File: src/rtl/imem_boot_pkg.sv
// Shared types and constants for the instruction-memory boot loader.
package imem_boot_pkg;

  typedef enum logic [2:0] {
    ST_HDR_HI,
    ST_HDR_LO,
    ST_DATA,
    ST_CSUM,
    ST_HOLD,
    ST_RUN,
    ST_ERR
  } boot_state_e;

  localparam int unsigned COUNT_W   = 16;
  localparam logic [7:0]  CSUM_SEED = 8'h00;

endpackage

File: src/rtl/boot_word_packer.sv
// Packs a byte stream big-endian into 32-bit words; word/word_valid are registered
// and word_valid pulses for one cycle on the edge that accepts the 4th byte.
module boot_word_packer (
  input  logic        CLK,
  input  logic        RST,
  input  logic        byte_valid,
  input  logic [7:0]  byte_data,
  output logic [1:0]  byte_idx,
  output logic        word_valid,
  output logic [31:0] word
);

  logic [23:0] partial;

  always_ff @(posedge CLK or posedge RST) begin
    if (RST) begin
      partial    <= '0;
      byte_idx   <= '0;
      word_valid <= 1'b0;
      word       <= '0;
    end else begin
      word_valid <= 1'b0;
      if (byte_valid) begin
        if (byte_idx == 2'd3) begin
          word       <= {partial, byte_data};
          word_valid <= 1'b1;
        end else begin
          partial <= {partial[15:0], byte_data};
        end
        byte_idx <= byte_idx + 2'd1;
      end
    end
  end

endmodule

File: src/rtl/imem_boot_loader.sv
// Loads instruction memory from a host byte stream, then releases cpu_rst.
// Optional trailing XOR checksum byte enabled by defining IMEM_BOOT_CHECKSUM_EN.
module imem_boot_loader
  import imem_boot_pkg::*;
#(
  parameter int unsigned ADDR_W      = 8,
  parameter int unsigned HOLD_CYCLES = 4
) (
  input  logic              CLK,
  input  logic              RST,
  input  logic              rx_valid,
  input  logic [7:0]        rx_data,
  output logic              rx_ready,
  output logic              wr_en,
  output logic [ADDR_W-1:0] wr_addr,
  output logic [31:0]       wr_data,
  output logic              cpu_rst,
  output logic              done,
  output logic              err
);

  localparam int unsigned CAPACITY = 2 ** ADDR_W;
  localparam int unsigned HOLD_W   = (HOLD_CYCLES > 1) ? $clog2(HOLD_CYCLES) : 1;

`ifdef IMEM_BOOT_CHECKSUM_EN
  localparam boot_state_e POST_PAYLOAD = ST_CSUM;
`else
  localparam boot_state_e POST_PAYLOAD = ST_HOLD;
`endif

  boot_state_e         state, state_nx;
  logic [7:0]          hdr_hi;
  logic [COUNT_W-1:0]  n_words;
  logic [COUNT_W-1:0]  wcnt;
  logic [HOLD_W-1:0]   hold_cnt;
  logic [COUNT_W-1:0]  hdr_count;
  logic                last_word;
  logic [1:0]          pk_idx;
  logic                pk_valid;
  logic [31:0]         pk_word;

  assign hdr_count = {hdr_hi, rx_data};
  assign last_word = (wcnt == n_words - COUNT_W'(1));

  boot_word_packer u_packer (
    .CLK        (CLK),
    .RST        (RST),
    .byte_valid (rx_valid && (state == ST_DATA)),
    .byte_data  (rx_data),
    .byte_idx   (pk_idx),
    .word_valid (pk_valid),
    .word       (pk_word)
  );

  assign wr_en   = pk_valid;
  assign wr_data = pk_word;

`ifdef IMEM_BOOT_CHECKSUM_EN
  logic [7:0] csum;

  always_ff @(posedge CLK or posedge RST) begin
    if (RST)
      csum <= CSUM_SEED;
    else if (rx_valid && (state == ST_DATA))
      csum <= csum ^ rx_data;
  end
`endif

  always_ff @(posedge CLK or posedge RST) begin
    if (RST) state <= ST_HDR_HI;
    else     state <= state_nx;
  end

  always_comb begin
    state_nx = state;
    rx_ready = 1'b0;
    cpu_rst  = 1'b1;
    done     = 1'b0;
    err      = 1'b0;
    case (state)
      ST_HDR_HI: begin
        rx_ready = 1'b1;
        if (rx_valid) state_nx = ST_HDR_LO;
      end
      ST_HDR_LO: begin
        rx_ready = 1'b1;
        if (rx_valid) begin
          if ({16'd0, hdr_count} > CAPACITY) state_nx = ST_ERR;
          else if (hdr_count == '0)          state_nx = POST_PAYLOAD;
          else                               state_nx = ST_DATA;
        end
      end
      ST_DATA: begin
        rx_ready = 1'b1;
        if (rx_valid && (pk_idx == 2'd3) && last_word) state_nx = POST_PAYLOAD;
      end
      ST_CSUM: begin
        rx_ready = 1'b1;
`ifdef IMEM_BOOT_CHECKSUM_EN
        if (rx_valid) state_nx = (rx_data == csum) ? ST_HOLD : ST_ERR;
`endif
      end
      ST_HOLD: begin
        if (hold_cnt == HOLD_W'(HOLD_CYCLES - 1)) state_nx = ST_RUN;
      end
      ST_RUN: begin
        cpu_rst = 1'b0;
        done    = 1'b1;
      end
      ST_ERR: begin
        err = 1'b1;
      end
      default: state_nx = ST_HDR_HI;
    endcase
  end

  // wr_addr is captured alongside the packer's registered word so all three
  // write-port signals change on the same edge.
  always_ff @(posedge CLK or posedge RST) begin
    if (RST) begin
      hdr_hi   <= '0;
      n_words  <= '0;
      wcnt     <= '0;
      hold_cnt <= '0;
      wr_addr  <= '0;
    end else begin
      if (rx_valid && (state == ST_HDR_HI))
        hdr_hi <= rx_data;
      if (rx_valid && (state == ST_HDR_LO)) begin
        n_words <= hdr_count;
        wcnt    <= '0;
      end
      if (rx_valid && (state == ST_DATA) && (pk_idx == 2'd3)) begin
        wr_addr <= wcnt[ADDR_W-1:0];
        wcnt    <= wcnt + COUNT_W'(1);
      end
      if (state == ST_HOLD)
        hold_cnt <= hold_cnt + HOLD_W'(1);
    end
  end

endmodule

File: config.mk
export PLATFORM = sky130hd
export DESIGN_NAME = imem_boot_loader
export DESIGN_NICKNAME = d
export VERILOG_FILES = /design/src/rtl/imem_boot_pkg.sv /design/src/rtl/boot_word_packer.sv /design/src/rtl/imem_boot_loader.sv
export SDC_FILE = /design/constraint.sdc
export NUM_CORES = 1
export LEC_CHECK = 0
export ABC_AREA = 1
export CAP_MARGIN = 5
export CORE_ASPECT_RATIO = 1.4
export CORE_MARGIN = 3
export CORE_UTILIZATION = 56
export DETAILED_ROUTE_END_ITERATION = 10
export GPL_TIMING_DRIVEN = 0
export PLACE_DENSITY_LB_ADDON = 0.2
export RECOVER_POWER = 50
export SYNTH_ARGS = -nofsm -noshare
export SYNTH_HDL_FRONTEND = slang
export SYNTH_SLANG_ARGS = --single-unit
File: constraint.sdc
create_clock -name CLK -period 5.05 [get_ports CLK]
set_input_delay 1.01 -clock CLK [delete_from_list [all_inputs] [get_ports CLK]]
set_output_delay 1.01 -clock CLK [all_outputs]
set_load 0.005 [all_outputs]
* Word-level counts from Yosys, hierarchy flattened
Cells that the tools add are included.
Operators by class: mux-type cells 15, $lt $le $gt $ge 1, reduce and logical (&&, ||, !) cells 14, bitwise logic cells 2, eq/ne operators 13, add/subtract/negate cells 4
Operators with widths (number):
- $mux 16 | 2
- $mux 3 | 6
- $add 16x1->16 const B | 1
- $eq 16x16->1 | 1
- $gt 16x9->1 const B | 1
- $logic_not 16->1 | 1
- $sub 16x1->16 const B | 1
- $pmux 3 s5 | 1
- $eq 3x3->1 const B | 3
- $eq 3x2->1 const B | 2
- $logic_and 1x1->1 | 6
- $mux 1 | 6
- $ne 2x2->1 const B | 3
- $reduce_and 5->1 | 1
- $add 2x1->2 const B | 2
- $eq 2x2->1 const B | 2
- $reduce_and 2->1 | 2
- $reduce_or 4->1 | 1
- $eq 3x1->1 const B | 1
- $logic_not 3->1 | 1
- $reduce_or 3->1 | 1
- $ne 2x1->1 const B | 1
- $not 1->1 | 2
- $reduce_bool 2->1 | 1
Word-level totals: logic and storage cells 59, flip-flop bits (word level) 112, output and inout port bits 45, bits of input ports 11

* Depth between registers and ports, before layout
Gate-level depths: netlist of run 1.
depth after elaboration 5, depth in mapped cells 17, mapped depth without buffers 17

* By module
A second synthesis of run 1 with hierarchy kept.
Second synthesis, totals: cells, all modules 668, area, all modules 5457.7 µm²
Modules (own cells, without submodules):
- imem_boot_loader | sequential area each 1326.3 µm², times used 1, cells an instance 413, area an instance 3091.7 µm²
- boot_word_packer | sequential area each 1476.4 µm², times used 1, cells an instance 255, area an instance 2366.0 µm²

* Worst setup path before layout of run 1
OpenSTA, ideal clock, no wires.
kind in2reg, start input rx_valid, end register state[0], setup time 117 ps, stages on the path 12, buffers on the path 0, data required time 4933 ps, data arrival time 2018 ps, slack 2915 ps, cell sequence nand2_1 > o21bai_1 > nor2_1 > nand2_1 > nor2_1 > nand2_1 > nor2_1 > nand3_1 > nand2_1 > nand3_2 > nand2_1 > nand2_1
Between the ends: word-level cells in the longest chain between the ends 4, elaborated cells on any way between the ends 6, classes of those cells 3 x eq/ne; 3 x reduce/logical
RTL lines:
- start, declared | line imem_boot_loader.sv:11 | input logic rx_valid,
- $logic_and 1x1->1 (2 in series) | line imem_boot_loader.sv:95 | if (rx_valid && (pk_idx == 2'd3) && last_word) state_nx = POST_PAYLOAD;
- $ne 2x1->1 (no source line)
- $reduce_and 5->1 (no source line) *
- end signal, assigned | line imem_boot_loader.sv:71 | else state <= state_nx;
- end, declared | line imem_boot_loader.sv:31 | boot_state_e state, state_nx;
Every way passes the cells marked *; elsewhere a longest branch is shown, timed or not. A chain may end at the register's enable or synchronous reset.

* Final worst setup path of run 1
start input rx_valid, end register state[2]
Same word-level chain as after synthesis.

==> impl_metrics.toml, run 1 <==
[setup_path]
critPathKind = "primary input to flip-flop"
cp_max_fo = 4
worst_ep_required_time_ns = 5.30
cp.arrival_ns = 3.10
crit_path_start_kind = "primary input"
cp-end-kind = "flip-flop"

[route]
ant_nets = 0
wl_per_cell_um = 15.1
drcViolationCount = 0
vias = 4338
vias_per_cell = 5.32
routed_wl_um = 12300
firstDrtPassIters = 5
detail_route.iter0.violations = 267

[logic_synthesis]
synth-seq-area-share = 0.535
yosys.area.top_type_share = 0.535
yosysTopAreaCell = "dfrtp_1"
ys_ff_latch = 112
synthFlopType = "dfrtp_1"
synthTopCellsByArea = "dfrtp_1 (53%), nand2_1 (15%), o21ai_0 (8.1%)"
syn-num-nets = 651
synth_cell_types = 36
netlist_area_um2 = 5240
ys_async_sr_fraction = 1.00
synth_edf_count = 0
postSynthAreaPerCell_um2 = 8.24
synthCells = 636
yosysWarningCount = 0

[clock_tree]
cts_tree = "done"
cts_made_buffers = 9
cts_resized = 0
cts_hold_buf = 0
cts_root_buf = "clkbuf_16"
h-tree-depth = 3
clock_latency_ns = 0.35
clock_sinks = 112
clkTransAtPathRegs_ns = 0.08
cts-root-to-sink-buffers = 2
post_cts_buffers = 0

[status]
violations = "capacitance limit, slew limit"
status = "finished with violations"

[sta]
rsz0062_at_grt = "false"
fin_skew_ns = 0.0118
relSlewSlack = -0.135
fmax_mhz = 351
fin_crit_sh = 0.565
worst_hold_slack_ns = 0.484
setup_viol = 0
worst_slew_pin_slew_ns = 1.69
hold_viol = 0
maxSlewViolCount = 38
fin_crit_ns = 2.85

[floorplanning]
dieArea_um2 = 10600
die_w_um = 87.8
initial_utilization = 0.577
ioPinCount = 56
core_area_um2 = 9080
rows = 41
die_h_um = 120

[place]
port_buffers = 55
placedCellCount = 799
place_hpwl_um = 9080
finalWeightedCongestion = 0.866
dpl-instance-area_um2 = 5960

[layout]
drive_gt1_frac = 0.0579
nNetsFinal = 718
fin_area_um2 = 6280
synthToLayoutAreaGrowth_pct = 19.8
filler_cell_count = 729
diodes = 0
stdcell_count = 815
postLayoutCoreUtil = 0.692

[global_route]
grt_pass1_vias = 4482
grt_overflow = 0
grt_antenna_before_repair = 0
grt_max_degree = 76
grt_usage = 0.256
grt_pass1_wl_um = 21100

[pwr]
max-vdd-ir-drop_uv = 337
p_clk_frac = 0.239
pwr_density_cell_nw_per_um2 = 521
p_leak_nw = 3.08
seqPwrFrac = 0.433
swShare = 0.361
p_int_w = 0.00209
comb_power_share = 0.328
finalPower_w = 0.00328
p_sw_w = 0.00118

[worst_hold_path]
hp-class = "flip-flop to flip-flop"

[run]
maxCapViolations = 1
==> cells in the mapped netlist, types with 2 or more instances <==
| master | number |
|---|---|
| xor2_1 | 10 |
| nand3b_1 | 4 |
| nand3_2 | 2 |
| dfrtp_1 | 112 |
| o21ai_0 | 85 |
| xnor2_1 | 9 |
| nor2_4 | 2 |
| mux2i_1 | 2 |
| nand2_1 | 207 |
| buf_2 | 8 |
| nand4_1 | 10 |
| nor2_1 | 41 |
| mux2_2 | 2 |
| a21oi_1 | 9 |
| inv_1 | 74 |
| nor3_1 | 7 |
| ha_1 | 4 |
| nand3_1 | 18 |
| inv_2 | 2 |
| clkbuf_1 | 12 |
==> metrics by stage <==
stage | setup slack, ns | TNS (ns)
after floorplan | 1.08 | 0
after global placement | -0.361 | -39.16
after detailed placement | 1.93 | 0
after CTS | 2.21 | 0
after global routing | 2.01 | 0
final | 2.20 | 0
==> kinds of logic (layout without fill, tap and decap cells) <==
kind of cell	count (synthesis)	in the layout	share of synthesized area
adder cells (fa/ha/maj)	4	4	0.00955
AO/OA/AOI/OAI	99	99	0.0959
XOR/XNOR	19	19	0.0317
buffers and inverters	98	170	0.0723
multiplexers	4	4	0.00811
flip-flops	112	112	0.535
AND/OR/NAND/NOR	300	300	0.248
==> path summary, 6_finish.rpt <==
kind                            start          end  slack [ns]  cells after the start
setup / recovery             rx_valid     state[2]        2.20                     13
hold / removal             wr_addr[4]   wr_addr[4]        0.48                      2
setup reg to reg           n_words[0]     state[2]        2.86                     15
hold reg to reg            wr_addr[4]   wr_addr[4]        0.48                      2
max in group asynchronous         RST  n_words[14]        2.57                      3
min in group asynchronous         RST   wr_addr[3]        1.52                      2
==> area by class of cell <==
cell class | instances | area [µm²] | share of cell area
timing repair buffer | 56 | 578 | 0.0920
sequential | 112 | 2800 | 0.446
inverter | 76 | 287 | 0.0456
buffer | 22 | 93.8 | 0.0149
multi-input combinational | 426 | 2060 | 0.328
clock buffer | 10 | 229 | 0.0364
clock inverter | 6 | 97.6 | 0.0155
tap | 107 | 134 | 0.0213
==> per-layer routing <==
metal	track usage	share of wire
met3	0.0382	0.029
met4	0.109	0.031
met1	0.323	0.42
met2	0.433	0.52
met5	0	0
==> state kept, by name (all words and copies together) (netlist names) <==
name	count
wr_addr	8
u_packer.word	32
u_packer.partial	24
hdr_hi	8
state	3
u_packer.byte_idx	2
hold_cnt	2
u_packer.word_valid	1
wcnt	16
n_words	16
==> power by group through the flow <==
stage	Combinational (W)	Sequential, W	Clock, W
floorplan	0.000703	0.00138	0
global placement	0.00103	0.00141	0
detailed placement	0.00107	0.00142	0
CTS	0.00109	0.00141	0.000791
global route	0.00124	0.00146	0.000829
finish	0.00108	0.00142	0.000783
==> critical path: stages <==
cell and delay [ns]:
dlygate4sd3_1 0.61, nand2_1 0.24, o21bai_1 0.23, nor2_1 0.11
nand2_1 0.08, nor2_1 0.09, nand2_1 0.06, nor2_1 0.15
nand3_1 0.12, nand2_1 0.16, nand3_2 0.10, nand2_1 0.08
nand2_1 0.05
==> placed cells by master, fill, tap and decap left out, types with 2 or more instances in the layout <==
cell               n
nand2_1          207
dfrtp_1          112
o21ai_0           85
inv_1             73
clkdlybuf4s50_1   45
nor2_1            41
nand3_1           18
clkbuf_1          13
nand4_1           10
xor2_1            10
dlygate4sd3_1     10
xnor2_1            9
a21oi_1            9
clkbuf_16          9
buf_2              8
nor3_1             7
nand3b_1           4
ha_1               4
inv_2              2
nor2_4             2
mux2i_1            2
nand3_2            2
mux2_2             2
bufinv_16          2
inv_6              2
Note: power is estimated with default switching activity, not from simulation.
==> inputs of run 2 (changes only) <==
==> constraint.sdc (replaced) <==
create_clock -name CLK -period 2.95 [get_ports CLK]
set_input_delay 0.59 -clock CLK [delete_from_list [all_inputs] [get_ports CLK]]
set_output_delay 0.59 -clock CLK [all_outputs]
set_load 0.005 [all_outputs]
==> run 2 against run 1 <==
Net effect: the flow still finishes with violations (capacitance limit, slew limit); critical path depth unchanged; register-to-register slack worse by 2.2 ns; die area unchanged; utilization shrank 0.19 points; combinational power rose by 69%; worst setup slack worse by 1.7 ns; non-clock buffer count is 1 higher; cell count grew 0.12%; design area decreased by 0.28%; clock skew down 0.0067 ns; critical path type unchanged; largest cell class unchanged.
==> impl_metrics.toml, run 2 (synthesized netlist as in run 1, its figures left out) <==
[status]
status = "finished with violations"
violations = "capacitance limit, slew limit"

[clock_tree]
clock_sinks = 112
cts-root-to-sink-buffers = 2
cts_root_buf = "clkbuf_16"
cts_tree = "done"
clkTransAtPathRegs_ns = 0.07
cts_made_buffers = 9
clock_latency_ns = 0.34
cts_resized = 0
cts_hold_buf = 0
h-tree-depth = 3
post_cts_buffers = 0

[layout]
layout_common_cells = "nand2_1 (207), dfrtp_1 (112), o21ai_0 (85)"
synthToLayoutAreaGrowth_pct = 19.5
top_regs = "u_packer.word (32), u_packer.partial (24)"
final_common_cell = "nand2_1"
top_register = "u_packer.word"
diodes = 0
drive_gt1_frac = 0.0578
nNetsFinal = 719
largest_reg_flops = 32
filler_cell_count = 733
stdcell_count = 816

[route]
wl_per_cell_um = 15.2
drcViolationCount = 0
vias = 4386
detail_route.iter0.violations = 192
firstDrtPassIters = 4
vias_per_cell = 5.38
ant_nets = 0
routed_wl_um = 12400

[sta]
tns_ns = 0
fin_crit_ns = 2.43
hold_viol = 0
relSlewSlack = -0.109
layout_setup_ws_ns = 0.516
worst_slew_pin_slew_ns = 1.65
fin_skew_ns = 0.00510
worst_hold_slack_ns = 0.474
rsz0062_at_grt = "false"
fmax_mhz = 411
maxSlewViolCount = 36
setup_viol = 0
fin_crit_sh = 0.825

[pwr]
max-vdd-ir-drop_uv = 552
p_clk_frac = 0.228
seqPwrFrac = 0.440
p_int_w = 0.00350
p_sw_w = 0.00200
comb_power_share = 0.332
p_leak_nw = 3.12
pwr_density_cell_nw_per_um2 = 877
swShare = 0.363

[setup_path]
crit_path_start_kind = "primary input"
worst_path_largest_cell_delay_ns = 0.61
cp.arrival_ns = 2.67
cp-end-kind = "flip-flop"
cp_slowest_cell = "dlygate4sd3_1"
crit_path_frequent_cell = "nand2_1"
crit_chain = "dlygate4sd3_1 -> nand2_1 -> o21bai_1 -> nor2_1 -> nand2_1 -> nor2_1 -> nand2_1 -> nor2_1 -> nand3_1 -> nand2_1 -> nand3_2 -> nand2_1 -> nand2_1"
critPathKind = "primary input to flip-flop"
cp_max_fo = 4
worst_ep_required_time_ns = 3.19

[global_route]
grt_antenna_before_repair = 0
grt_max_degree = 41
grt_overflow = 0
grt_pass1_wl_um = 21000
grt_usage = 0.253
grt_pass1_vias = 4505

[floorplanning]
core_area_um2 = 9080
ioPinCount = 56
die_w_um = 87.8
initial_utilization = 0.577
dieArea_um2 = 10600
die_h_um = 120
rows = 41

[place]
port_buffers = 55
place_hpwl_um = 9220
placedCellCount = 800
pre_cts_ws_ns = 0.218
finalWeightedCongestion = 0.877

[run]
maxCapViolations = 1

[worst_hold_path]
hp-class = "flip-flop to flip-flop"
run 2: worst paths after layout:
kind                             from                end  slack [ns]  cells past startpoint
setup / recovery             rx_valid           state[1]        0.52                     13
hold / removal             wr_addr[4]         wr_addr[4]        0.47                      2
setup reg to reg           n_words[0]           state[1]        0.70                     15
hold reg to reg            wr_addr[4]         wr_addr[4]        0.47                      2
max in group asynchronous         RST  u_packer.word[12]        0.77                      4
min in group asynchronous         RST         wr_addr[4]        1.10                      2
run 2: critical path: cells and delay by family:
family                 cells  cell delay (ns)
AOI/OAI and AO/OA          1             0.22
and+or+nand+nor           11             1.23
buffers and inverters      1             0.61
run 2: stage by stage:
step | cell area [µm²] | util | power [W]
after floorplan | 5250 | - | 0.00356
after global placement | 5930 | 0.653 | 0.00418
after detailed placement | 5970 | 0.658 | 0.00429
after CTS | 6280 | 0.691 | 0.00556
after global routing | 6260 | 0.690 | 0.00590
final | 6260 | 0.690 | 0.00550
run 2: layout make-up:
cell class              instances  area, µm²  share of cell area
clock buffers                  11        243              0.0387
plain buffers                  22       93.8              0.0150
repair buffers                 57        591              0.0943
inverters                      76        287              0.0457
flip-flops and latches        112       2800               0.447
clock inverters                 5       65.1              0.0104
well taps                     107        134              0.0214
multi-input cells             426       2050               0.327
run 2: power groups by stage:
stage / Clock [W] / Sequential, W / Combinational, W
2_1_floorplan: 0 / 0.00236 / 0.00120
3_3_place_gp: 0 / 0.00242 / 0.00176
3_5_place_dp: 0 / 0.00244 / 0.00184
4_1_cts: 0.00127 / 0.00242 / 0.00187
5_1_grt: 0.00133 / 0.00248 / 0.00209
6_report: 0.00125 / 0.00242 / 0.00182
run 2: layer usage:
layer	share of wire	vias up	track usage	wire (µm)
met2	0.53	89	0.435	6520
met5	0	-	0	0
met3	0.026	28	0.0273	325
met1	0.42	2124	0.313	5140
met4	0.032	0	0.120	392
li1	-	2145	-	-
==> inputs of run 3 (changes only) <==
--- a/config.mk
+++ b/config.mk
@@ -9,7 +9,7 @@
 export CAP_MARGIN = 5
 export CORE_ASPECT_RATIO = 1.4
 export CORE_MARGIN = 3
-export CORE_UTILIZATION = 56
+export CORE_UTILIZATION = 51
 export DETAILED_ROUTE_END_ITERATION = 10
 export GPL_TIMING_DRIVEN = 0
 export PLACE_DENSITY_LB_ADDON = 0.2
==> constraint.sdc (replaced) <==
create_clock -name CLK -period 2 [get_ports CLK]
set_input_delay 0.4 -clock CLK [delete_from_list [all_inputs] [get_ports CLK]]
set_output_delay 0.4 -clock CLK [all_outputs]
set_load 0.005 [all_outputs]
==> run 3 against run 2 <==
Net effect: hold slack better by 0.0075 ns; critical path depth stayed put; largest cell class unchanged; non-clock buffer count is 10 higher; register-to-register slack worse by 0.63 ns; die area is 9.2% higher; the flow now finishes without violations; global-route usage is 1.6 points lower; combinational power is 66% higher; clock skew is 0.0017 ns higher.
==> impl_metrics.toml, run 3 (synthesized netlist as in run 1, its figures left out) <==
[status]
status = "finished clean"

[sta]
worst_slew_pin_slew_ns = 0.882
layout_setup_ws_ns = 0.0711
fmax_mhz = 518
fin_crit_ns = 1.93
fin_crit_sh = 0.964
fin_skew_ns = 0.00681
rsz0062_at_grt = "true"
relSlewSlack = 0.411
maxSlewViolCount = 0
setup_viol = 0
hold_viol = 0

[route]
drcViolationCount = 0
firstDrtPassIters = 4
ant_nets = 0
detail_route.iter0.violations = 207
vias = 4425
wl_per_cell_um = 15.2
vias_per_cell = 5.18
routed_wl_um = 13000

[clock_tree]
cts-root-to-sink-buffers = 2
cts_root_buf = "clkbuf_16"
cts_made_buffers = 9
clock_latency_ns = 0.35
cts_tree = "done"
h-tree-depth = 3
clock_sinks = 112
clkTransAtPathRegs_ns = 0.07

[place]
pre_cts_ws_ns = -0.567
dpl-instance-area_um2 = 6010
port_buffers = 55
place_hpwl_um = 9360
finalWeightedCongestion = 0.857

[layout]
diodes = 0
top_regs = "u_packer.word (32), u_packer.partial (24)"
synthToLayoutAreaGrowth_pct = 24.2
fin_area_um2 = 6510
layout_common_cells = "nand2_1 (203), dfrtp_1 (107), o21ai_0 (85)"
drive_gt1_frac = 0.124
largest_reg_flops = 32
top_register = "u_packer.word"
final_common_cell = "nand2_1"
nNetsFinal = 729

[setup_path]
cp_max_fo = 6
ff2ff_setup_slack_ns = 0.07
cp-end-kind = "flip-flop"
crit_path_start_kind = "flip-flop"
worst_ep_required_time_ns = 2.24
r2r.worst_path.cells = 13
r2r_start = "n_words[1]"
startpoint = "n_words[1]"
critPathKind = "flip-flop to flip-flop"
reg2reg_to = "state[0]"
cp.arrival_ns = 2.17
crit_path_end = "state[0]"

[global_route]
grt_pass1_vias = 4597
grt_usage = 0.237
grt_pass1_wl_um = 21800
grt_overflow = 0
grt_antenna_before_repair = 0
grt_max_degree = 44

[worst_hold_path]
min_from = "wr_addr[4]"
hp-class = "flip-flop to flip-flop"

[floorplanning]
ioPinCount = 56
initial_utilization = 0.527
core_area_um2 = 9950
dieArea_um2 = 11500
die_h_um = 126
die_w_um = 91.7
rows = 43

[pwr]
pwr_density_cell_nw_per_um2 = 1300
max-vdd-ir-drop_uv = 989
p_leak_nw = 3.12
finalPower_w = 0.00849

[run]
maxCapViolations = 0
## run 3: final cells by class
type	instances	area [µm²]
fill	851	3440
sequential	112	2810
multi-input combinational	426	2180
timing repair buffer	67	664
inverter	76	289
clock buffer	10	229
tap	135	169
buffer	22	98.8
clock inverter	6	77.6
## run 3: repair_timing
item | 4_1_cts | 5_1_grt
endpoints found under the setup margin | 27 | 47
setup buffers | 3 | 7
resized for setup | 19 | 34
endpoints found under the hold margin | 0 | 0
pin swaps | 2 | 15
hold buffers | 0 | 0
## run 3: metal layers
layer  global-route usage  up-vias  wire length [µm]
met2                0.400       78              6670
li1                     -     2158                 -
met4                0.122        0               551
met1                0.295     2151              5440
met5                    0        -                 0
met3               0.0358       38               335
## run 3: report_power, final
group	total, W	internal [W]	switching (W)	leakage [nW]
combinational	0.00302	0.00133	0.00169	1.49
clock	0.00186	0.000996	0.000860	0.147
sequential	0.00361	0.00300	0.000610	1.48
## run 3: worst min-delay path by stage
| stage | to | slack [ns] | cells past startpoint |
|---|---|---|---|
| floorplan | u_packer.word[24] | 0.45 | 2 |
| global placement | wr_addr[5] | 0.46 | 2 |
| detailed placement | u_packer.word[29] | 0.46 | 2 |
| CTS | wr_addr[5] | 0.49 | 2 |
| global route | wr_addr[7] | 0.51 | 2 |
| finish | wr_addr[4] | 0.48 | 2 |
## run 3: worst max-delay path: stages (launching register included)
cell     delay, ns
dfrtp_1       0.40
inv_2         0.11
ha_4          0.17
nand3_4       0.12
o21ai_0       0.17
nand2_1       0.07
nor2_1        0.13
nand2_1       0.09
nor2_1        0.12
nand3_2       0.11
nand2_2       0.11
nand3_2       0.09
nand2_1       0.09
nand2_1       0.05
## run 3: through the flow
step,util,cells,TNS [ns],hold WS [ns]
after floorplan,-,636,0,0.449
after global placement,0.599,826,-104.07,0.459
after detailed placement,0.603,828,-20.19,0.462
after CTS,0.641,847,0,0.487
after global routing,0.654,854,-0.205,0.506
final,0.654,854,0,0.481
